[config.mk]
export PLATFORM = sky130hd
export DESIGN_NAME = fc_layer_seq
export DESIGN_NICKNAME = d
export VERILOG_FILES = /design/src/rtl/fc_pkg.sv /design/src/rtl/fc_mac.sv /design/src/rtl/fc_layer_seq.sv
export SDC_FILE = /design/constraint.sdc
export NUM_CORES = 1
export LEC_CHECK = 0
export BUFFER_PORTS_ARGS = -buffer_cell sky130_fd_sc_hd__buf_2
export CORE_MARGIN = 2
export CORE_UTILIZATION = 56
export DETAILED_ROUTE_END_ITERATION = 8
export MAX_ROUTING_LAYER = met4
export PLACE_DENSITY = 0.84
export SLEW_MARGIN = 20
export SYNTH_ARGS = -nofsm -noshare
export SYNTH_HDL_FRONTEND = slang
export SYNTH_SLANG_ARGS = --single-unit
[constraint.sdc]
create_clock -name clk -period 23 [get_ports clk]
set_clock_uncertainty 0.05 [all_clocks]
set_input_delay 4.6 -clock clk [delete_from_list [all_inputs] [get_ports clk]]
set_output_delay 4.6 -clock clk [all_outputs]
set_load 0.005 [all_outputs]
[src/rtl/fc_pkg.sv]
`default_nettype none
// ---- fc_pkg: shared state type and shift/saturate helper for fc_layer_seq (rev 1.0) ----
package fc_pkg;

   typedef enum logic [1:0] {
      IDLE  = 2'd0,
      RUN   = 2'd1,
      DRAIN = 2'd2
   } fc_state_t;

   localparam int MAX_ACC_W = 128;

   // Arithmetic shift (floor), clamp to a signed data_w range, optional ReLU.
   function automatic logic signed [MAX_ACC_W-1:0] sat_shift(
      input logic signed [MAX_ACC_W-1:0] sum,
      input int                          frac_w,
      input int                          data_w,
      input logic                        relu
   );
      logic signed [MAX_ACC_W-1:0] one;
      logic signed [MAX_ACC_W-1:0] hi;
      logic signed [MAX_ACC_W-1:0] lo;
      logic signed [MAX_ACC_W-1:0] r;
      one = MAX_ACC_W'(1);
      hi  = (one <<< (data_w - 1)) - one;
      lo  = -(one <<< (data_w - 1));
      r   = sum >>> frac_w;
      if (r > hi)
         r = hi;
      else if (r < lo)
         r = lo;
      if (relu && r[MAX_ACC_W-1])
         r = '0;
      return r;
   endfunction

endpackage
`default_nettype wire

[src/rtl/fc_mac.sv]
`default_nettype none
// ---- fc_mac: signed multiply-accumulate with clear and bias-finalise (rev 1.0) ----
module fc_mac #(
   parameter int DATA_W = 16,
   parameter int FRAC_W = 8,
   parameter int ACC_W  = 40
) (
   input  logic                     clk,
   input  logic                     rst,
   input  logic                     clr,
   input  logic                     acc_en,
   input  logic                     fin,
   input  logic signed [DATA_W-1:0] w,
   input  logic signed [DATA_W-1:0] x,
   input  logic signed [DATA_W-1:0] bias,
   output logic signed [ACC_W-1:0]  sum
);

   logic signed [2*DATA_W-1:0] prod;
   logic signed [ACC_W-1:0]    prod_ext;
   logic signed [ACC_W-1:0]    bias_ext;
   logic signed [ACC_W-1:0]    acc;

   assign prod     = (2*DATA_W)'(w) * (2*DATA_W)'(x);
   assign prod_ext = ACC_W'(prod);
   assign bias_ext = ACC_W'(bias) <<< FRAC_W;
   // Final sum for a node includes the current product, so no extra cycle is spent.
   assign sum      = acc + prod_ext + bias_ext;

   always_ff @(posedge clk) begin
      if (rst || clr)
         acc <= '0;
      else if (acc_en)
         acc <= fin ? '0 : acc + prod_ext;
   end

endmodule
`default_nettype wire

[src/rtl/fc_layer_seq.sv]
`default_nettype none
// ---- fc_layer_seq: sequential FC layer, one MAC per clock, streamed weights (rev 1.0) ----
module fc_layer_seq
   import fc_pkg::*;
#(
   parameter  int NUM_IN  = 5,
   parameter  int NUM_OUT = 3,
   parameter  int DATA_W  = 16,
   parameter  int FRAC_W  = 8,
   parameter  int ACC_W   = 40,
   parameter  int RELU_EN = 1,
   localparam int N_W     = NUM_IN * NUM_OUT,
   localparam int ADDR_W  = (N_W > 1) ? $clog2(N_W) : 1,
   localparam int IDX_W   = (NUM_OUT > 1) ? $clog2(NUM_OUT) : 1
) (
   input  logic                        clk,
   input  logic                        rst,
   input  logic                        start,
   input  logic [NUM_IN*DATA_W-1:0]    in_nodes,
   input  logic [NUM_OUT*DATA_W-1:0]   biases,
   output logic [ADDR_W-1:0]           w_addr,
   output logic                        w_rd_en,
   input  logic [DATA_W-1:0]           w_data,
   output logic                        out_valid,
   output logic [IDX_W-1:0]            out_idx,
   output logic [DATA_W-1:0]           out_data,
   output logic                        busy,
   output logic                        done
);

   localparam int IN_W = (NUM_IN > 1) ? $clog2(NUM_IN) : 1;

   fc_state_t state, state_nxt;

   logic [NUM_IN*DATA_W-1:0]  x_lat;
   logic [NUM_OUT*DATA_W-1:0] b_lat;
   logic [IN_W-1:0]           i_a;
   logic [IN_W-1:0]           i_d;
   logic [IDX_W-1:0]          j_a;
   logic [IDX_W-1:0]          j_d;
   logic                      v_d;
   logic                      accept;
   logic                      issue_adv;
   logic                      issue_stop;
   logic                      addr_last;
   logic                      node_last;
   logic                      run_last;
   logic signed [DATA_W-1:0]  x_sel;
   logic signed [DATA_W-1:0]  b_sel;
   logic signed [ACC_W-1:0]   sum;
   logic [DATA_W-1:0]         res;

   assign addr_last = (w_addr == ADDR_W'(N_W - 1));
   assign node_last = v_d && (i_d == IN_W'(NUM_IN - 1));
   assign run_last  = node_last && (j_d == IDX_W'(NUM_OUT - 1));
   assign busy      = (state != IDLE);

   always_ff @(posedge clk) begin
      if (rst)
         state <= IDLE;
      else
         state <= state_nxt;
   end

   always_comb begin
      state_nxt = state;
      case (state)
         IDLE:    if (start)     state_nxt = RUN;
         RUN:     if (addr_last) state_nxt = DRAIN;
         DRAIN:   if (run_last)  state_nxt = IDLE;
         default:                state_nxt = IDLE;
      endcase
   end

   always_comb begin
      accept     = 1'b0;
      issue_adv  = 1'b0;
      issue_stop = 1'b0;
      case (state)
         IDLE:    accept = start;
         RUN: begin
            issue_adv  = !addr_last;
            issue_stop = addr_last;
         end
         default: ;
      endcase
   end

   // Address side: one read per cycle, node/input counters walk j*NUM_IN+i.
   always_ff @(posedge clk) begin
      if (rst) begin
         w_addr  <= '0;
         w_rd_en <= 1'b0;
         i_a     <= '0;
         j_a     <= '0;
      end else if (accept) begin
         w_addr  <= '0;
         w_rd_en <= 1'b1;
         i_a     <= '0;
         j_a     <= '0;
      end else if (issue_adv) begin
         w_addr <= w_addr + 1'b1;
         if (i_a == IN_W'(NUM_IN - 1)) begin
            i_a <= '0;
            j_a <= j_a + 1'b1;
         end else begin
            i_a <= i_a + 1'b1;
         end
      end else if (issue_stop) begin
         w_rd_en <= 1'b0;
      end
   end

   // Return side lags one cycle to match the synchronous memory latency.
   always_ff @(posedge clk) begin
      if (rst) begin
         v_d <= 1'b0;
         i_d <= '0;
         j_d <= '0;
      end else begin
         v_d <= w_rd_en;
         i_d <= i_a;
         j_d <= j_a;
      end
   end

   always_ff @(posedge clk) begin
      if (rst) begin
         x_lat <= '0;
         b_lat <= '0;
      end else if (accept) begin
         x_lat <= in_nodes;
         b_lat <= biases;
      end
   end

   assign x_sel = x_lat[int'(i_d)*DATA_W +: DATA_W];
   assign b_sel = b_lat[int'(j_d)*DATA_W +: DATA_W];

   fc_mac #(
      .DATA_W (DATA_W),
      .FRAC_W (FRAC_W),
      .ACC_W  (ACC_W)
   ) u_mac (
      .clk    (clk),
      .rst    (rst),
      .clr    (accept),
      .acc_en (v_d),
      .fin    (node_last),
      .w      (w_data),
      .x      (x_sel),
      .bias   (b_sel),
      .sum    (sum)
   );

   assign res = DATA_W'(sat_shift(MAX_ACC_W'(sum), FRAC_W, DATA_W, RELU_EN != 0));

   always_ff @(posedge clk) begin
      if (rst) begin
         out_valid <= 1'b0;
         done      <= 1'b0;
         out_idx   <= '0;
         out_data  <= '0;
      end else begin
         out_valid <= node_last;
         done      <= run_last;
         if (node_last) begin
            out_idx  <= j_d;
            out_data <= res;
         end
      end
   end

endmodule
`default_nettype wire

==> impl_metrics.yaml <==
setup_path:
  crit_required_ps: 23440
  path_buf_inv: 4
  end_kind: "flop"
  cp-endpoint: "out_data[7]"
  crit_fanout: 16
  worst_path_largest_cell_delay_ps: 700
  cp-startpoint: "w_data[13]"
  cpMaxStageDelayCell: "a2111oi_0"
  reg2reg_from: "i_d[2]"
  r2r_setup_slack_ps: 9540
  worstPathArrival_ps: 15640
  reg2reg_depth: 38
  start_kind: "primary input"
  criticalPathCategory: "primary input to flop"
  cpMostUsedCell: "fa_1"
  crit_cells: 38
  worstReg2RegEnd: "out_data[7]"
  cp_top_family: "adder cells"
drt:
  drtIter0Drc: 1260
  first_pass_iters: 6
  ant_nets: 0
  wirelength_um: 58100
  drt-vias-per-instance: 5.77
  vias: 18896
  routedWlPerCell_um: 17.8
  drc: 0
timing:
  clock.fmax_ghz: 0.0658
  min_period_over_period: 0.661
  setup_tns_ps: 0
  hold_viol_final: 0
  setup_viol: 0
  period_needed_ps: 15200
  worst_slew_pin_slew_ps: 1080
  slew_violations: 0
  slew_headroom: 0.279
  rsz0062_at_grt: "no"
hold_path:
  worstHoldPathType: "flop to flop"
power_and_ir_drop:
  clkPwrFrac: 0.125
  max-vdd-ir-drop_mv: 0.0823
  p_leak_nw: 11.8
  power_density_nw_per_um2: 130
  p_int_w: 0.00152
  p_switching_w: 0.00167
  seq_power_share: 0.128
  power.share.combinational: 0.747
  p_sw_frac: 0.524
global_routing:
  grt_max_degree: 109
  grt_pass1_vias: 19356
  grt_overflow: 0
  grt_pass1_wl_um: 95900
  grt.total_usage: 0.294
  antenna_found_initial: 0
clock_network:
  cts_buffers: 23
  root_buffer: "clkbuf_16"
  clock_sinks: 206
  path_clk_slew_ps: 60
  post_cts_buffers: 0
  holdBufCountCts: 0
  cts_tree: "yes"
  clock_latency_ps: 560
  cts_resized: 0
  clk_path_buf_depth: 3
  htreeDepth: 1
cells_and_area:
  syn2layout_area_growth_pct: 9.42
  finish.net_count: 3343
  antenna_cells: 0
  layout-drive-gt1-share: 0.0993
  fin_cells: 3273
placed_design:
  place_congestion: 0.938
  io_buffers: 172
  dp_cells: 3231
  hpwl_um: 45400
die:
  fp.dieH_um: 204
  ios: 173
  core_um2: 39500
  die-area_um2: 41500
  start_util: 0.565
  rows: 73
  die_w_um: 204
synth:
  postSynthCellCount: 2625
  synth-main-ff-cell: "dfxtp_1"
  synth_top_area_cell: "fa_1"
  avgSynthCellArea_um2: 8.52
  synth_top_cell_area_share: 0.269
  synth-seq-cells: 206
  yosys_warnings: 0
  syn-num-nets: 3236
  ys_top_cells_by_area: "fa_1 (27%), dfxtp_1 (18%), ha_1 (9.2%), nand2_1 (7.2%), inv_1 (6.4%)"
  async_flop_share: 0
  seq_area_frac_synth: 0.184
  yosysUniqueCellTypes: 79
  synthesis.area_um2: 22400
  synth_edf_count: 0
job:
  maxCapViolations: 0
status:
  status: "completed"
==> worst min path at each step <==
stage / start / endpoint / slack [ps] / cells after the start
after global routing: b_lat[8] / b_lat[8] / 420 / 2
after global placement: x_lat[32] / x_lat[32] / 390 / 2
after floorplan: x_lat[32] / x_lat[32] / 380 / 2
after detailed placement: b_lat[10] / b_lat[10] / 400 / 2
after CTS: b_lat[10] / b_lat[10] / 400 / 2
final: x_lat[12] / x_lat[12] / 400 / 2
==> worst reg2reg max path: cells and delay by family (launching register included) <==
kind / cells / cell delay, ps
simple gates: 9 / 3300
xor+xnor: 2 / 380
flops: 1 / 310
compound gates: 13 / 4140
fa+ha+maj: 10 / 4640
buf+inv: 4 / 570
==> logic make-up (layout without fill, tap and decap cells) <==
group                      after synthesis  after routing  share of synthesized area
buffers and inverters                  491            614                     0.0826
AOI/OAI and AO/OA                      511            511                      0.140
xor gates and xnor gates               102            102                     0.0403
and+or+nand+nor                        817            817                      0.169
DFF                                    206            206                      0.184
adders and majority gates              464            464                      0.360
muxes                                   34             34                     0.0242
==> cell usage in the layout (no fill, tap or decap), drive strengths merged, types with 26 or more instances in the layout <==
cell / n
buf: 192
a21o: 50
a21oi: 255
inv: 381
nand2b: 26
nor2b: 102
fa: 300
xnor2: 54
clkbuf: 31
xor2: 48
ha: 164
dfxtp: 206
a22oi: 29
nor2: 103
and2: 43
nand2: 430
nand3: 27
o21ai: 70
==> power by group through the flow <==
stage	Clock, W	Combinational, W	Sequential, W
global route	0.000415	0.00262	0.000410
global placement	0	0.00226	0.000413
CTS	0.000400	0.00235	0.000407
floorplan	0	0.00176	0.000407
detailed placement	0	0.00232	0.000414
finish	0.000397	0.00238	0.000407
==> cells in the mapped netlist (16+ instances only) <==
library cell and n:
inv_1 379, mux4_2 16, nor3_1 20, xor2_1 47, xnor2_1 54, nor2b_1 102
nand4_1 16, o21ai_0 67, a22oi_1 29, mux2i_1 18, clkbuf_1 102, a21o_1 50
nand2_1 430, a211oi_1 17, dfxtp_1 206, ha_1 164, nand3_1 26, fa_1 300
and2_1 42, nor2_1 102, nand2b_1 26, a21oi_1 254
==> state kept, by name (all words and copies together), names as in the netlist <==
| signal | flops |
|---|---|
| j_a | 2 |
| i_a | 3 |
| x_lat | 80 |
| out_valid | 1 |
| j_d | 2 |
| out_data | 16 |
| b_lat | 48 |
| state | 2 |
| v_d | 1 |
| u_mac.acc | 40 |
| w_rd_en | 1 |
| out_idx | 2 |
| done | 1 |
| w_addr | 4 |
| i_d | 3 |
==> final cells by class <==
type	instances	area [um2]
multi-input cells	1928	16400
fillers	3281	15100
flip-flops and latches	206	4120
inverters	381	1430
repair buffers	192	1030
well taps	525	657
clock buffers	31	656
clock inverters	10	151
==> metrics by stage <==
stage | util | power (W) | hold slack, ps | area (um2) | setup slack (ps)
final | 0.619 | 0.00318 | 403 | 24500 | 7800
after CTS | 0.618 | 0.00315 | 404 | 24400 | 7940
after global routing | 0.619 | 0.00345 | 421 | 24500 | 7180
after floorplan | - | 0.00217 | 383 | 22400 | 8430
after global placement | 0.598 | 0.00268 | 390 | 23600 | 7540
after detailed placement | 0.598 | 0.00274 | 396 | 23600 | 7370
==> layer usage <==
layer,share of wire,global-route usage,vias up
li1,-,-,8682
met1,0.40,0.370,9281
met2,0.50,0.497,785
met3,0.070,0.0354,148
met4,0.032,0.0899,0
met5,0,-,-
(Power assumes the default switching activity.)
